**src/rtl/fb_pkg.sv**
```systemverilog
// Shared types and defaults for the frame-buffer pixel writer.
// Defining PIXEL_RGB565_EN narrows the stored pixel from RGB888 to RGB565.
package fb_pkg;
  localparam int H_RES_DEFAULT = 320;
  localparam int V_RES_DEFAULT = 180;

`ifdef PIXEL_RGB565_EN
  localparam int PIX_W = 16;
`else
  localparam int PIX_W = 24;
`endif

  typedef enum logic {SYNC = 1'b0, ACTIVE = 1'b1} fb_state_t;

  typedef struct packed {
    logic [7:0] r;
    logic [7:0] g;
    logic [7:0] b;
  } rgb888_t;

  // Plain truncation of the low bits of each channel.
  function automatic logic [15:0] rgb888_to_565(input rgb888_t p);
    return {p.r[7:3], p.g[7:2], p.b[7:3]};
  endfunction
endpackage

```
**src/rtl/fb_addr_gen.sv**
```systemverilog
// Two-stage address arithmetic: S1 holds the counts, range flags and row base,
// S2 holds the linear frame-buffer address of the pixel being written.
module fb_addr_gen import fb_pkg::*; #(
  parameter int H_RES  = H_RES_DEFAULT,
  parameter int V_RES  = V_RES_DEFAULT,
  parameter int ADDR_W = $clog2(H_RES * V_RES)
) (
  input  logic              clk,
  input  logic              rst,
  input  logic              load,
  input  logic              take,
  input  logic [10:0]       hcount,
  input  logic [9:0]        vcount,
  output logic              in_range,
  output logic              origin,
  output logic              last,
  output logic [ADDR_W-1:0] addr
);
  localparam logic [10:0] H_LIM = 11'(H_RES);
  localparam logic [9:0]  V_LIM = 10'(V_RES);

  logic [10:0]       s1_h;
  logic [9:0]        s1_v;
  logic [ADDR_W-1:0] s1_row_base;

  // load captures a newly accepted pixel; take moves a to-be-written pixel into S2.
  always_ff @(posedge clk or posedge rst) begin
    if (rst) begin
      s1_h        <= '0;
      s1_v        <= '0;
      s1_row_base <= '0;
    end else if (load) begin
      s1_h        <= hcount;
      s1_v        <= vcount;
      s1_row_base <= ADDR_W'(32'(vcount) * H_RES);
    end
  end

  always_ff @(posedge clk or posedge rst) begin
    if (rst) begin
      addr <= '0;
    end else if (take) begin
      addr <= s1_row_base + ADDR_W'(s1_h);
    end
  end

  assign in_range = (s1_h < H_LIM) && (s1_v < V_LIM);
  assign origin   = (s1_h == 11'd0) && (s1_v == 10'd0);
  assign last     = (s1_h == H_LIM - 11'd1) && (s1_v == V_LIM - 10'd1);
endmodule

```
**src/rtl/fb_pixel_writer.sv**
```systemverilog
// Frame-start aligned pixel writer from the renderer stream into a BRAM write port.
// PIXEL_RGB565_EN selects RGB565 storage; otherwise tdata is stored unchanged.
module fb_pixel_writer import fb_pkg::*; #(
  parameter int H_RES  = H_RES_DEFAULT,
  parameter int V_RES  = V_RES_DEFAULT,
  parameter int ADDR_W = $clog2(H_RES * V_RES)
) (
  input  logic              aclk,
  input  logic              areset,
  input  logic              enable,
  input  logic [23:0]       pixel_axis_tdata,
  input  logic              pixel_axis_tvalid,
  output logic              pixel_axis_tready,
  input  logic [10:0]       hcount_in,
  input  logic [9:0]        vcount_in,
  output logic [ADDR_W-1:0] fb_addr,
  output logic [PIX_W-1:0]  fb_data,
  output logic              fb_we,
  input  logic              fb_ready,
  output logic              frame_done,
  output logic [15:0]       frame_count,
  output logic [15:0]       drop_count,
  output fb_state_t         fsm_state
);
  fb_state_t        state, state_d;
  logic             s1_valid;
  logic [23:0]      s1_data;
  logic [PIX_W-1:0] s1_pix;
  logic             s2_last;
  logic             s1_adv, accept, decide, s1_write, s1_drop;
  logic             in_range, origin, last;

  // A pixel transfers when tvalid & tready; tready depends only on pipeline
  // occupancy and fb_ready (never on tvalid), and is held low while in reset.
  assign s1_adv            = !fb_we || fb_ready;
  assign pixel_axis_tready = !areset && (!s1_valid || s1_adv);
  assign accept            = pixel_axis_tvalid && pixel_axis_tready;
  assign decide            = s1_valid && s1_adv;
  assign frame_done        = fb_we && fb_ready && s2_last;
  assign fsm_state         = state;

`ifdef PIXEL_RGB565_EN
  assign s1_pix = rgb888_to_565(rgb888_t'(s1_data));
`else
  assign s1_pix = s1_data;
`endif

  fb_addr_gen #(
    .H_RES  (H_RES),
    .V_RES  (V_RES),
    .ADDR_W (ADDR_W)
  ) u_addr_gen (
    .clk      (aclk),
    .rst      (areset),
    .load     (accept),
    .take     (s1_write),
    .hcount   (hcount_in),
    .vcount   (vcount_in),
    .in_range (in_range),
    .origin   (origin),
    .last     (last),
    .addr     (fb_addr)
  );

  always_ff @(posedge aclk or posedge areset) begin
    if (areset) state <= SYNC;
    else        state <= state_d;
  end

  // Each S1 pixel is classified once, in the cycle it leaves S1.
  always_comb begin
    state_d  = state;
    s1_write = 1'b0;
    s1_drop  = 1'b0;
    if (decide) begin
      case (state)
        SYNC: begin
          if (origin && enable) begin
            s1_write = 1'b1;
            state_d  = ACTIVE;
          end
        end
        ACTIVE: begin
          s1_write = in_range;
          s1_drop  = !in_range;
          if (!enable) state_d = SYNC;
        end
        default: state_d = SYNC;
      endcase
    end
  end

  always_ff @(posedge aclk or posedge areset) begin
    if (areset) begin
      s1_valid <= 1'b0;
      s1_data  <= '0;
      fb_we    <= 1'b0;
      fb_data  <= '0;
      s2_last  <= 1'b0;
    end else begin
      if (accept) begin
        s1_valid <= 1'b1;
        s1_data  <= pixel_axis_tdata;
      end else if (s1_adv) begin
        s1_valid <= 1'b0;
      end
      if (s1_adv) fb_we <= s1_write;
      if (s1_write) begin
        fb_data <= s1_pix;
        s2_last <= last;
      end
    end
  end

  always_ff @(posedge aclk or posedge areset) begin
    if (areset) begin
      frame_count <= '0;
      drop_count  <= '0;
    end else begin
      if (frame_done) frame_count <= frame_count + 16'd1;
      if (s1_drop && drop_count != 16'hFFFF) drop_count <= drop_count + 16'd1;
    end
  end
endmodule

```
**config.mk**
```make
export PLATFORM = sky130hd
export DESIGN_NAME = fb_pixel_writer
export DESIGN_NICKNAME = d
export VERILOG_FILES = /design/src/rtl/fb_pkg.sv /design/src/rtl/fb_addr_gen.sv /design/src/rtl/fb_pixel_writer.sv
export SDC_FILE = /design/constraint.sdc
export NUM_CORES = 1
export LEC_CHECK = 0
export ABC_AREA = 1
export ABC_CLOCK_PERIOD_IN_PS = 9860
export CELL_PAD_IN_SITES_DETAIL_PLACEMENT = 1
export CELL_PAD_IN_SITES_GLOBAL_PLACEMENT = 2
export CORE_ASPECT_RATIO = 1.25
export CORE_UTILIZATION = 33
export DETAILED_ROUTE_END_ITERATION = 10
export HOLD_SLACK_MARGIN = 0.15
export PLACE_DENSITY_LB_ADDON = 0.12
export REMOVE_ABC_BUFFERS = 1
export SYNTH_ARGS = -nofsm -noshare
export SYNTH_HDL_FRONTEND = slang
export SYNTH_SLANG_ARGS = --single-unit
```
**constraint.sdc**
```tcl
create_clock -name aclk -period 9.86 [get_ports aclk]
set_input_delay 1.972 -clock aclk [delete_from_list [all_inputs] [get_ports aclk]]
set_output_delay 1.972 -clock aclk [all_outputs]
set_load 0.01 [all_outputs]
```
## Yosys cells after proc, flatten, opt, wreduce, memory -nomap -nowiden

Cells that the tools add are included.

| cells by class | value |
|---|---|
| $add $sub $neg | 3 |
| multiply operators | 1 |
| magnitude comparators | 2 |
| eq/ne operators | 3 |
| multiplexer cells | 9 |
| bitwise gates (word level) | 1 |
| reductions and logical operators | 19 |

Operators with widths:

| cell | number |
|---|---|
| 16-bit by 1-bit adder with 16-bit output (second input constant) | 2 |
| 16-bit by 11-bit adder with 16-bit output | 1 |
| 16-bit != test (second input constant) | 1 |
| 11-bit by 9-bit equality test with 1-bit output (second input constant) | 1 |
| 11-bit zero test | 1 |
| 11-bit by 9-bit < comparator with 1-bit output (second input constant) | 1 |
| 10-bit by 8-bit equality test with 1-bit output (second input constant) | 1 |
| 1-bit logical AND | 10 |
| 10-bit zero test | 1 |
| 10-bit by 8-bit < comparator with 1-bit output (second input constant) | 1 |
| 10-bit by 3-bit multiplier with 10-bit output (second input constant) | 1 |
| 1-bit two-way mux | 7 |
| 1-bit zero test | 4 |
| 1-bit case mux with 2 select lines | 2 |
| 1-bit logical OR | 2 |
| 2-bit nonzero test | 1 |
| 1-bit inverter | 1 |

| storage, ports and cells | value |
|---|---|
| register bits | 131 |
| bits of input ports | 50 |

## Logic depth before layout (Yosys ltp)

| logic depth | value |
|---|---|
| depth after elaboration | 6 |
| depth in mapped cells | 12 |
| depth with buffers taken out | 12 |

## Modules after synthesis

A second synthesis with hierarchy kept.

| second synthesis, totals | value |
|---|---|
| cell total of the unflattened synthesis | 782 |
| area, all modules | 6276.0 um2 |

By module, submodules not included:

| module | instances | cells each | area each (um2) |
|---|---|---|---|
| fb_pixel_writer | 1 | 444 | 3724.8 |
| fb_addr_gen | 1 | 338 | 2551.2 |

## Least setup slack after synthesis

Ideal clock, no wire load.

| timing | value |
|---|---|
| path kind | input to output |
| start | input port areset |
| end | output port pixel_axis_tready |
| data arrival time | 5.168 ns |
| required time | 7.888 ns |
| slack | 2.720 ns |
| cell stages on the path | 3 |
| buffers on the path | 0 |
| path through | inv_1 > nand2_1 > inv_1 |

| between the ends | value |
|---|---|
| cells in the longest elaborated chain, start to end | 2 |

RTL lines:

| what | line | text |
|---|---|---|
| start: declaration | fb_pixel_writer.sv:9 | `input logic areset,` |
| 1-bit zero test (no source line) | n/a |  |
| 1-bit logical AND | fb_pixel_writer.sv:36 | `assign pixel_axis_tready = !areset && (!s1_valid \|\| s1_adv);` |
| end: declaration | fb_pixel_writer.sv:13 | `output logic pixel_axis_tready,` |

Every way passes these cells.

## Worst setup path after layout

Ends and elaborated chain as after synthesis.

==> metrics <==
status complete, no violations; min Tclk post-route slightly above 6 ns; Reg area 0.00323 mm^2; grt total ovfl 0; clk root buf clkbuf_16; n_diodes 0; met2 Use GR 35.1%; maximum root-to-sink buffer count 2; cell mode on critical path clkdlybuf4s50_1; Worst-Margin Slew ~1 ns; Placed Instances 1189; Die Wd around 130 um; Power Density 160 mW/mm^2; Worst-path clk slew 0.06 ns; setup_tns 0 ns; Netlist cell types 31; Core Area 0.0195 mm^2; Die ar. 0.0205 mm^2; Port Buffer Count 125; first-pass GRT wire length 31600 um; Avg WL per Cell 15.1 um; largest fanout on the critical path 81; worst path bufs/invs 4; GR peak layer met2; final hold violations 0; leakage ~4.3 nW; Cell Count, Final, Fillers Out 1221; total CTS buffers 17; commonest cells after routing, fill and taps aside nand2_1 (366), dfrtp_1 (129), clkdlybuf4s50_1 (125); Die Ht 160 um; CTS tree yes; met1 usage 23.4%; DP Area ~0.0080 mm^2; startpoint types primary input; RSZ-0062 raised after global routing no; final wirelength around 18000 um; remaining antenna violation count after routing 0; largest net degree at the start of global routing approximately 80; starting density of the core 33.8%; post-synthesis sequential area ratio 49.1%; H-tree depth 4; Filler Cells Inserted roughly 2400; Vias 5706; period utilization 61.4%; final setup vio count 0; CP top delay family buffers and inverters; antenna violations before repair 0; Layout area overhead 31.0%; Avg Inst Size Synth around 8 um^2; post-synthesis register bit count roughly 130; Critical Path RT 7.89 ns; critical path's slowest cell inv_4; most common cell after layout, fill and taps aside nand2_1; DR iter-0 viols 199; Syn Inst Count 824; final-stage net count roughly 1000; Achievable Freq 0.165 GHz; critical path class primary input to output pin; Hold Path Class register to register; CTS resizes 0; routability cong. 0.772; maximum VDD drop around 0.11 mV; hold buffer count at CTS 0; Ys Warns 0; area used by multi-input combinational logic slightly below 0.003 mm^2; worst relative slew slack a little under a third; Tot GR Track Use between 10% and 20%; layout cell share with drive strength beyond 1 6.28%; Post-DP HPWL 12800 um; MaxCap Viol Count 0; Via density 4.67; synthesized area 0.00657 mm^2; post-route design area between 0.008 and 0.009 mm^2; vias in the first global route 6356; row cnt 57; Top-Level Pins 126; drt pass-1 iters 4; CP max stage delay 0.76 ns; DRC 0; Worst Setup End Kind output pin; crit-path cells clkdlybuf4s50_1 -> inv_4 -> nand2_1 -> inv_1 -> clkdlybuf4s50_1; clk sink count 129; Final Max Slew Viols 0; clock skew roughly 0.017 ns; Overall Power 1.38 mW; Arr. time, crit path 4.08 ns; Setup Fix Bufs, Post-CTS 0; GR Layer Usage met3 3.95%; Worst-Skew Late Latency 0.43 ns
path summary, 6_finish.rpt:
check / start / to / slack [ns] / cells past startpoint
max in group asynchronous: areset / u_addr_gen.addr[8] / 6.44 / 3
max: areset / pixel_axis_tready / 3.80 / 5
max reg2reg: u_addr_gen.s1_h[9] / fb_data[20] / 7.05 / 8
min in group asynchronous: areset / frame_count[0] / 2.17 / 2
min reg2reg: u_addr_gen.addr[1] / u_addr_gen.addr[1] / 0.47 / 2
min: u_addr_gen.addr[1] / u_addr_gen.addr[1] / 0.47 / 2
power by group:
part           leakage (nW)  switching, mW  total, mW  internal, mW
clock                 0.285          0.254      0.636         0.382
sequential             1.69         0.0250      0.585         0.560
combinational          2.36         0.0964      0.159        0.0629
final cells by class:
class / count / share of cell area (%)
flip-flops and latches: 129 / 37.5
multi-input cells: 597 / 33.9
repair buffers: 127 / 14.7
clock buffers: 18 / 5.10
well taps: 265 / 3.85
inverters: 71 / 3.12
clock inverters: 14 / 1.82
cells by family (layout without fill, tap and decap cells):
family          Yosys count  count (layout)  share of synthesized area [%]
simple gates            523             523                           34.4
flops                   129             129                           49.1
buf+inv                  98             230                           6.51
compound gates           26              26                           2.06
xor+xnor                 26              26                           3.47
fa+ha+maj                22              22                           4.42
flip-flops by register name, indices dropped and copies added, names as in the netlist:
name	flops
u_addr_gen.addr	16
s1_valid	1
u_addr_gen.s1_v	10
fb_we	1
drop_count	16
u_addr_gen.s1_h	11
fsm_state	1
u_addr_gen.s1_row_base	8
s1_data	24
s2_last	1
fb_data	24
frame_count	16
tightest hold or removal path, cell delays in order (launching register included):
cell,delay [ns]
dfrtp_1,0.34
nand2_1,0.05
nand2_1,0.04
metrics by stage:
step	hold slack, ns	setup WS (ns)	util (%)
after floorplan	0.442	2.67	-
after global placement	0.453	3.73	41.2
after detailed placement	0.459	3.66	41.2
after CTS	0.474	3.67	44.2
after global routing	0.504	3.51	44.2
final	0.465	3.80	44.2
routing by layer:
layer | part of all wire [%] | wire length (um)
met1 | 44 | 8050
met2 | 51 | 9480
met3 | 3.6 | 658
met4 | 1.5 | 286
met5 | 0 | 0
synthesized netlist by cell type (all sizes together):
master | n | area (um^2)
a31oi | 1 | 6.26
nor2 | 54 | 228
dfrtp | 129 | 3230
nor3 | 7 | 45.0
buf | 18 | 128
a21oi | 7 | 35.0
clkbuf | 9 | 33.8
o22ai | 1 | 6.26
nand2 | 368 | 1390
xnor2 | 8 | 70.1
ha | 20 | 250
nand3 | 40 | 240
o21ai | 16 | 80.1
o21a | 1 | 7.51
nand4 | 47 | 309
or2 | 3 | 18.8
inv | 71 | 267
fa | 2 | 40.0
xor2 | 18 | 158
nand3b | 4 | 30.0
Power figures use the tool's default switching activity.
